--- src/rtl/axis_pkg.sv ---
// Shared definitions for the AXI-Stream s2c register slice.
//   DATA_W_DEF / KEEP_W_DEF / CNT_W_DEF : default widths
//   slice_state_e                       : occupancy of the OUT/SKID pair
package axis_pkg;

  localparam int unsigned DATA_W_DEF = 256;
  localparam int unsigned KEEP_W_DEF = DATA_W_DEF / 8;
  localparam int unsigned CNT_W_DEF  = 16;

  typedef enum logic [1:0] {
    EMPTY = 2'd0,
    BUSY  = 2'd1,
    FULL  = 2'd2
  } slice_state_e;

endpackage

--- src/rtl/axis_s2c_slice_if.sv ---
// Handshake/bus bundle for axis_s2c_slice.
//   *_s2c signals : upstream beat into the slice
//   axis_t*       : downstream beat out of the slice
//   slave modport : the slice's view; master modport: the surrounding logic.
interface axis_s2c_slice_if
  import axis_pkg::*;
#(
  parameter int unsigned DATA_W = DATA_W_DEF,
  parameter int unsigned KEEP_W = KEEP_W_DEF
) ();

  logic [DATA_W-1:0] axis_tdata_s2c;
  logic [KEEP_W-1:0] axis_tkeep_s2c;
  logic              axis_tlast_s2c;
  logic              axis_tvalid_s2c;
  logic              axis_tready_s2c;

  logic [DATA_W-1:0] axis_tdata;
  logic [KEEP_W-1:0] axis_tkeep;
  logic              axis_tlast;
  logic              axis_tvalid;
  logic              axis_tready;

  modport slave (
    input  axis_tdata_s2c, axis_tkeep_s2c, axis_tlast_s2c, axis_tvalid_s2c,
    output axis_tready_s2c,
    output axis_tdata, axis_tkeep, axis_tlast, axis_tvalid,
    input  axis_tready
  );

  modport master (
    output axis_tdata_s2c, axis_tkeep_s2c, axis_tlast_s2c, axis_tvalid_s2c,
    input  axis_tready_s2c,
    input  axis_tdata, axis_tkeep, axis_tlast, axis_tvalid,
    output axis_tready
  );

endinterface

--- src/rtl/axis_s2c_slice_popcount.sv ---
// keep_popcount: purely combinational count of set bits in a byte-enable word.
//   keep    : byte enables (KEEP_W)
//   count_c : number of set bits ($clog2(KEEP_W)+1)
module keep_popcount #(
  parameter int unsigned KEEP_W = 32
) (
  input  logic [KEEP_W-1:0]      keep,
  output logic [$clog2(KEEP_W):0] count_c
);

  localparam int unsigned PC_W = $clog2(KEEP_W) + 1;

  always_comb begin
    count_c = '0;
    for (int i = 0; i < KEEP_W; i++) begin
      count_c = count_c + PC_W'(keep[i]);
    end
  end

endmodule

--- src/rtl/axis_s2c_slice.sv ---
// Full-throughput AXI-Stream register slice (OUT + SKID) with per-frame
// byte accounting on the downstream side.
//   aclk, aresetn : clock, synchronous active-low reset
//   bus           : upstream (*_s2c) and downstream (axis_t*) handshake bundle
//   frame_bytes   : saturated byte count of the last completed frame
//   frame_done    : one-cycle pulse when frame_bytes updates
//   frame_ovf     : that frame exceeded the counter range (valid with frame_done)
module axis_s2c_slice
  import axis_pkg::*;
#(
  parameter int unsigned DATA_W = DATA_W_DEF,
  parameter int unsigned KEEP_W = KEEP_W_DEF,
  parameter int unsigned CNT_W  = CNT_W_DEF
) (
  input  logic             aclk,
  input  logic             aresetn,
  axis_s2c_slice_if.slave  bus,
  output logic [CNT_W-1:0] frame_bytes,
  output logic             frame_done,
  output logic             frame_ovf
);

  localparam int unsigned BEAT_W = DATA_W + KEEP_W + 1;
  localparam int unsigned PC_W   = $clog2(KEEP_W) + 1;
  localparam logic [CNT_W-1:0] CNT_MAX = '1;

  slice_state_e      state_q, state_d;
  logic              tready_q, tvalid_q;
  logic [BEAT_W-1:0] out_q, skid_q, in_beat;
  logic              in_acc, out_acc;
  logic              load_out_in, load_out_skid, load_skid;

  logic [CNT_W-1:0]  acc_q, acc_next;
  logic              sat_q, sat_now;
  logic [CNT_W:0]    sum;
  logic [PC_W-1:0]   out_pc;

  assign in_beat = {bus.axis_tdata_s2c, bus.axis_tkeep_s2c, bus.axis_tlast_s2c};
  assign in_acc  = bus.axis_tvalid_s2c & tready_q;
  assign out_acc = tvalid_q & bus.axis_tready;

  assign bus.axis_tready_s2c = tready_q;
  assign bus.axis_tvalid     = tvalid_q;
  assign bus.axis_tdata      = out_q[BEAT_W-1 -: DATA_W];
  assign bus.axis_tkeep      = out_q[KEEP_W:1];
  assign bus.axis_tlast      = out_q[0];

  // State register; ready/valid are registered copies of the next occupancy.
  always_ff @(posedge aclk) begin
    if (!aresetn) begin
      state_q  <= EMPTY;
      tready_q <= 1'b0;
      tvalid_q <= 1'b0;
    end else begin
      state_q  <= state_d;
      tready_q <= (state_d != FULL);
      tvalid_q <= (state_d != EMPTY);
    end
  end

  // Next-state and load selects.
  always_comb begin
    state_d       = state_q;
    load_out_in   = 1'b0;
    load_out_skid = 1'b0;
    load_skid     = 1'b0;
    unique case (state_q)
      EMPTY: begin
        if (in_acc) begin
          load_out_in = 1'b1;
          state_d     = BUSY;
        end
      end
      BUSY: begin
        if (in_acc && out_acc) begin
          load_out_in = 1'b1;
        end else if (in_acc) begin
          load_skid = 1'b1;
          state_d   = FULL;
        end else if (out_acc) begin
          state_d = EMPTY;
        end
      end
      FULL: begin
        if (out_acc) begin
          load_out_skid = 1'b1;
          state_d       = BUSY;
        end
      end
      default: state_d = EMPTY;
    endcase
  end

  // Beat storage.
  always_ff @(posedge aclk) begin
    if (!aresetn) begin
      out_q  <= '0;
      skid_q <= '0;
    end else begin
      if (load_out_in) begin
        out_q <= in_beat;
      end else if (load_out_skid) begin
        out_q <= skid_q;
      end
      if (load_skid) begin
        skid_q <= in_beat;
      end
    end
  end

  keep_popcount #(.KEEP_W(KEEP_W)) u_popcount (
    .keep    (out_q[KEEP_W:1]),
    .count_c (out_pc)
  );

  // Saturating add; one extra bit catches the wrap.
  assign sum      = (CNT_W+1)'(acc_q) + (CNT_W+1)'(out_pc);
  assign sat_now  = (sum > {1'b0, CNT_MAX});
  assign acc_next = sat_now ? CNT_MAX : sum[CNT_W-1:0];

  // Frame byte accounting on downstream accepts.
  always_ff @(posedge aclk) begin
    if (!aresetn) begin
      acc_q       <= '0;
      sat_q       <= 1'b0;
      frame_bytes <= '0;
      frame_done  <= 1'b0;
      frame_ovf   <= 1'b0;
    end else begin
      frame_done <= 1'b0;
      if (out_acc) begin
        if (out_q[0]) begin
          frame_bytes <= acc_next;
          frame_ovf   <= sat_q | sat_now;
          frame_done  <= 1'b1;
          acc_q       <= '0;
          sat_q       <= 1'b0;
        end else begin
          acc_q <= acc_next;
          sat_q <= sat_q | sat_now;
        end
      end
    end
  end

endmodule

--- src/flat_wrapper.sv ---
// flat-port wrapper written by rule: the top's interface ports become plain ports
module axis_s2c_slice_flat import axis_pkg::*;
#(
  parameter int unsigned DATA_W = DATA_W_DEF,
  parameter int unsigned KEEP_W = KEEP_W_DEF,
  parameter int unsigned CNT_W  = CNT_W_DEF
)
  (aclk, aresetn, frame_bytes, frame_done, frame_ovf, bus_axis_tdata_s2c, bus_axis_tkeep_s2c, bus_axis_tlast_s2c, bus_axis_tvalid_s2c, bus_axis_tready_s2c, bus_axis_tdata, bus_axis_tkeep, bus_axis_tlast, bus_axis_tvalid, bus_axis_tready);
  axis_s2c_slice_if #(.DATA_W(DATA_W), .KEEP_W(KEEP_W)) bus_i ();
  input  logic aclk;
  input  logic aresetn;
  output logic [CNT_W-1:0] frame_bytes;
  output logic frame_done;
  output logic frame_ovf;
  input wire logic [$bits(bus_i.axis_tdata_s2c)-1:0] bus_axis_tdata_s2c;
  input wire logic [$bits(bus_i.axis_tkeep_s2c)-1:0] bus_axis_tkeep_s2c;
  input wire logic [$bits(bus_i.axis_tlast_s2c)-1:0] bus_axis_tlast_s2c;
  input wire logic [$bits(bus_i.axis_tvalid_s2c)-1:0] bus_axis_tvalid_s2c;
  output wire logic [$bits(bus_i.axis_tready_s2c)-1:0] bus_axis_tready_s2c;
  output wire logic [$bits(bus_i.axis_tdata)-1:0] bus_axis_tdata;
  output wire logic [$bits(bus_i.axis_tkeep)-1:0] bus_axis_tkeep;
  output wire logic [$bits(bus_i.axis_tlast)-1:0] bus_axis_tlast;
  output wire logic [$bits(bus_i.axis_tvalid)-1:0] bus_axis_tvalid;
  input wire logic [$bits(bus_i.axis_tready)-1:0] bus_axis_tready;
  assign bus_i.axis_tdata_s2c = bus_axis_tdata_s2c;
  assign bus_i.axis_tkeep_s2c = bus_axis_tkeep_s2c;
  assign bus_i.axis_tlast_s2c = bus_axis_tlast_s2c;
  assign bus_i.axis_tvalid_s2c = bus_axis_tvalid_s2c;
  assign bus_axis_tready_s2c = bus_i.axis_tready_s2c;
  assign bus_axis_tdata = bus_i.axis_tdata;
  assign bus_axis_tkeep = bus_i.axis_tkeep;
  assign bus_axis_tlast = bus_i.axis_tlast;
  assign bus_axis_tvalid = bus_i.axis_tvalid;
  assign bus_i.axis_tready = bus_axis_tready;
  axis_s2c_slice #(.DATA_W(DATA_W), .KEEP_W(KEEP_W), .CNT_W(CNT_W)) u_core (.aclk(aclk), .aresetn(aresetn), .bus(bus_i), .frame_bytes(frame_bytes), .frame_done(frame_done), .frame_ovf(frame_ovf));
endmodule
--- config.mk ---
export PLATFORM = sky130hd
export DESIGN_NAME = axis_s2c_slice_flat
export DESIGN_NICKNAME = d
export VERILOG_FILES = /design/src/rtl/axis_pkg.sv /design/src/rtl/axis_s2c_slice_if.sv /design/src/rtl/axis_s2c_slice_popcount.sv /design/src/rtl/axis_s2c_slice.sv /design/src/flat_wrapper.sv
export SDC_FILE = /design/constraint.sdc
export NUM_CORES = 1
export LEC_CHECK = 0
export CAP_MARGIN = 40
export CELL_PAD_IN_SITES_DETAIL_PLACEMENT = 1
export CELL_PAD_IN_SITES_GLOBAL_PLACEMENT = 1
export CORE_ASPECT_RATIO = 0.9
export CORE_UTILIZATION = 39
export CTS_BUF_LIST = sky130_fd_sc_hd__clkbuf_16
export DETAILED_ROUTE_END_ITERATION = 6
export HOLD_SLACK_MARGIN = 0.06
export PLACE_DENSITY = 0.88
export SETUP_SLACK_MARGIN = 0.4
export SLEW_MARGIN = 20
export SYNTH_ARGS = -nofsm -noshare
export SYNTH_HDL_FRONTEND = slang
export SYNTH_SLANG_ARGS = --single-unit
--- constraint.sdc ---
create_clock -name aclk -period 10.2 [get_ports aclk]
set_input_delay 1.02 -clock aclk [delete_from_list [all_inputs] [get_ports aclk]]
set_output_delay 1.02 -clock aclk [all_outputs]
set_load 0.03 [all_outputs]
==> run metrics <==
status complete, no violations; Seq/Total Area, Yosys 0.498; synth-to-layout area growth 34.7%; number of port buffers 601; CTS tree built; Yosys reg bits ~600; synth warn 0; H-tree levels 3; placed cells around 4,400; peak supply drop about 140 uV; worst-path fanout max 6; Vias 24,438; reg2reg start u_core.out_q[1]; drt first pass iters 5; Worst-Margin Slew approximately 1.4 ns; Power Total between 6000 and 7000 uW; largest net degree at the start of global routing 245; crit path kind register to register; Initial Util 0.395; CP startpoint u_core.out_q[1]; Synth top area share 0.498; Die W 268 um; I/O Pins about 600; pwr/cell area ~190 nW/um2; Post-route DRC 0; Synth Net Count 3,497; vias in the first global route about 24,000; Post-DP Area just over 30,000 um2; GR Overflow Total 0; syn avg cell area between 7 and 8 um2; post-CTS sizing 0; Clock Sink Count 617; Hold Crit Class register to register; post-synthesis async set-or-reset flop share 0; Clock Skew 0.0183 ns; Final Hold Fails 0; nets 3,929; total core area between 60,000 and 70,000 um2; # Max-Cap Violations 0; CTS Buf Count 68; Final HPWL DP 57,200 um; Die Ht 241 um; crit end category register; slowest stage delay, CP just under 0.6 ns; Slew HR 0.0998; largest area contributor in the netlist dfxtp_1; clk_lat worst skew roughly 0.59 ns; vias per cell about 5.4; RSZ-0062 raised after global routing false; max-slew violations 0; Synth Instances between 3,000 and 4,000; Max clock buf depth 3; drt wl/cell 20.1 um; root buf cell clkbuf_16; Min Clock Period, post-route ~5.6 ns; Required @ worst endpoint ~11 ns; Synth Cell Area 24,800 um2; synth top area cells dfxtp_1 (50%), nand2_1 (18%), a311oi_1 (9.7%); GPL Wtd Cong ~0.8; Unique masters post-synth 51; row count just under 90; Max Fclk between 150 and 200 MHz; antenna violations before repair 19; first-pass GRT wire length 135,000 um; DRT Wirelength 90,700 um; clk slew on worst S/H paths about 0.060 ns; share of cells above drive strength 1 0.0376; Global Route Usage Sum 0.262; total negative setup slack 0 ns; First DRT Iteration DRCs 1,516; fin crit share 0.547; final setup vio count 0; Fillers between 7,000 and 8,000; antenna viol nets, final 0; Pleak between 0.01 and 0.015 uW; Non-Filler Instances approximately 4,500; Post-synth EDFFs 0; top_reg_cell synth dfxtp_1; full die area about 65,000 um2; # hold bufs at CTS 0; crit path DAT a little over 6 ns; slowest CP cell fa_1; design area between 30,000 and 40,000 um2; most frequent CP cell fa_1; Hold Startpoint u_core.skid_q[281]; post-CTS setup buffer count 0; type of element launching the critical path register; critical-path cell list fa_1 -> inv_1 -> fa_1 -> fa_1 -> fa_1 -> fa_1 -> fa_1 -> fa_1 -> inv_1 -> fa_1 -> nand3_1 -> nand2_2 -> a221oi_2 -> nor2_1 -> a21oi_1 -> nor3_1
==> final cells by class <==
cell class,count,area [um2],area share
multi-input cells,2232,11200,0.334
repair buffers,626,6480,0.194
flip-flops and latches,617,12400,0.370
well taps,845,1060,0.0317
clock inverters,49,352,0.0105
clock buffers,70,1750,0.0524
inverters,50,195,0.00584
diodes,20,50.0,0.00150
==> through the flow <==
step                      setup WS, ns  hold slack [ns]   util
after floorplan                   4.82            0.434      -
after global placement            4.87            0.439  0.494
after detailed placement          4.78            0.447  0.496
after CTS                         4.72            0.455  0.530
after global routing              4.37            0.470  0.532
final                             4.62            0.455  0.533
==> where the power goes <==
group	leakage (uW)	internal [uW]	switching, uW
clock	0.00110	1350	1030
combinational	0.00537	531	760
sequential	0.00503	2540	76.3
==> cells in the mapped netlist, types with 3 or more instances <==
cell type and count:
o21ai_1 9, dfxtp_1 617, nand2_1 1168, a31oi_1 5, a21o_1 5, nor3_1 5
xnor2_1 4, nor2_1 306, buf_1 12, fa_1 26, ha_1 15, nor4_1 3
clkbuf_1 151, buf_2 93, a21oi_1 304, mux2i_1 3, nor2b_1 4, or4_1 3
buf_4 7, nand3_1 11, o211ai_1 22, a311oi_1 274, o21ai_0 30, inv_1 49
and2_1 3, a221o_1 3
==> cell families after synthesis <==
logic type               Yosys count  synth area share
multiplexers                       3           0.00121
AO/OA/AOI/OAI                    664             0.182
flip-flops                       617             0.498
buffers and inverters            314            0.0536
XOR/XNOR                           6           0.00212
AND/OR/NAND/NOR                 1518             0.234
adder cells (fa/ha/maj)           41            0.0286
==> layer usage <==
layer | global-route usage | up-vias | routed length [um]
li1 | - | 11501 | -
met1 | 0.308 | 12018 | 36400
met2 | 0.442 | 678 | 44100
met3 | 0.0645 | 229 | 5870
met4 | 0.137 | 12 | 4280
met5 | 0 | - | 82
==> layout by cell type, fill, tap and decap left out, types with 3 or more instances in the layout <==
cell,n
clkinv_1,9
a31oi_1,5
a21oi_1,304
nor3_2,3
o21ai_0,30
bufinv_16,4
o211ai_1,22
nor2b_1,4
a21o_1,5
clkdlybuf4s50_1,601
a311oi_1,274
nand2_1,1167
inv_1,68
xnor2_1,4
clkbuf_16,70
nor3_1,4
nor2_1,306
buf_16,8
buf_12,9
mux2i_1,3
nor4_1,3
ha_1,15
diode_2,20
fa_1,26
clkinv_2,10
a221o_1,3
or4_1,3
dfxtp_1,617
buf_4,6
clkinvlp_4,3
nand3_1,10
o21ai_1,9
==> sequential cells by signal, summed over array words and instances, names as in the netlist <==
register / flops
u_core.out_q: 289
u_core.skid_q: 289
u_core.sat_q: 1
u_core.state_q: 2
u_core.bus.axis_tvalid: 1
u_core.acc_q: 16
u_core.bus.axis_tready_s2c: 1
u_core.frame_bytes: 16
u_core.frame_done: 1
u_core.frame_ovf: 1
==> path summary, 6_finish.rpt <==
path / to / slack (ns) / depth (start not counted)
hold / removal: u_core.skid_q[281] / 0.45 / 2
setup reg to reg: u_core.acc_q[8] / 4.62 / 16
hold reg to reg: u_core.skid_q[281] / 0.45 / 2
setup / recovery: u_core.acc_q[8] / 4.62 / 16
==> critical path: cells and delay by family, from the launching register on <==
family / cells / cell delay [ns]
buffers and inverters: 2 / 0.15
DFF: 1 / 0.34
adders and majority gates: 8 / 3.68
and+or+nand+nor: 4 / 0.50
AOI/OAI and AO/OA: 2 / 0.78
No activity file was read; power rests on OpenSTA's default activity.
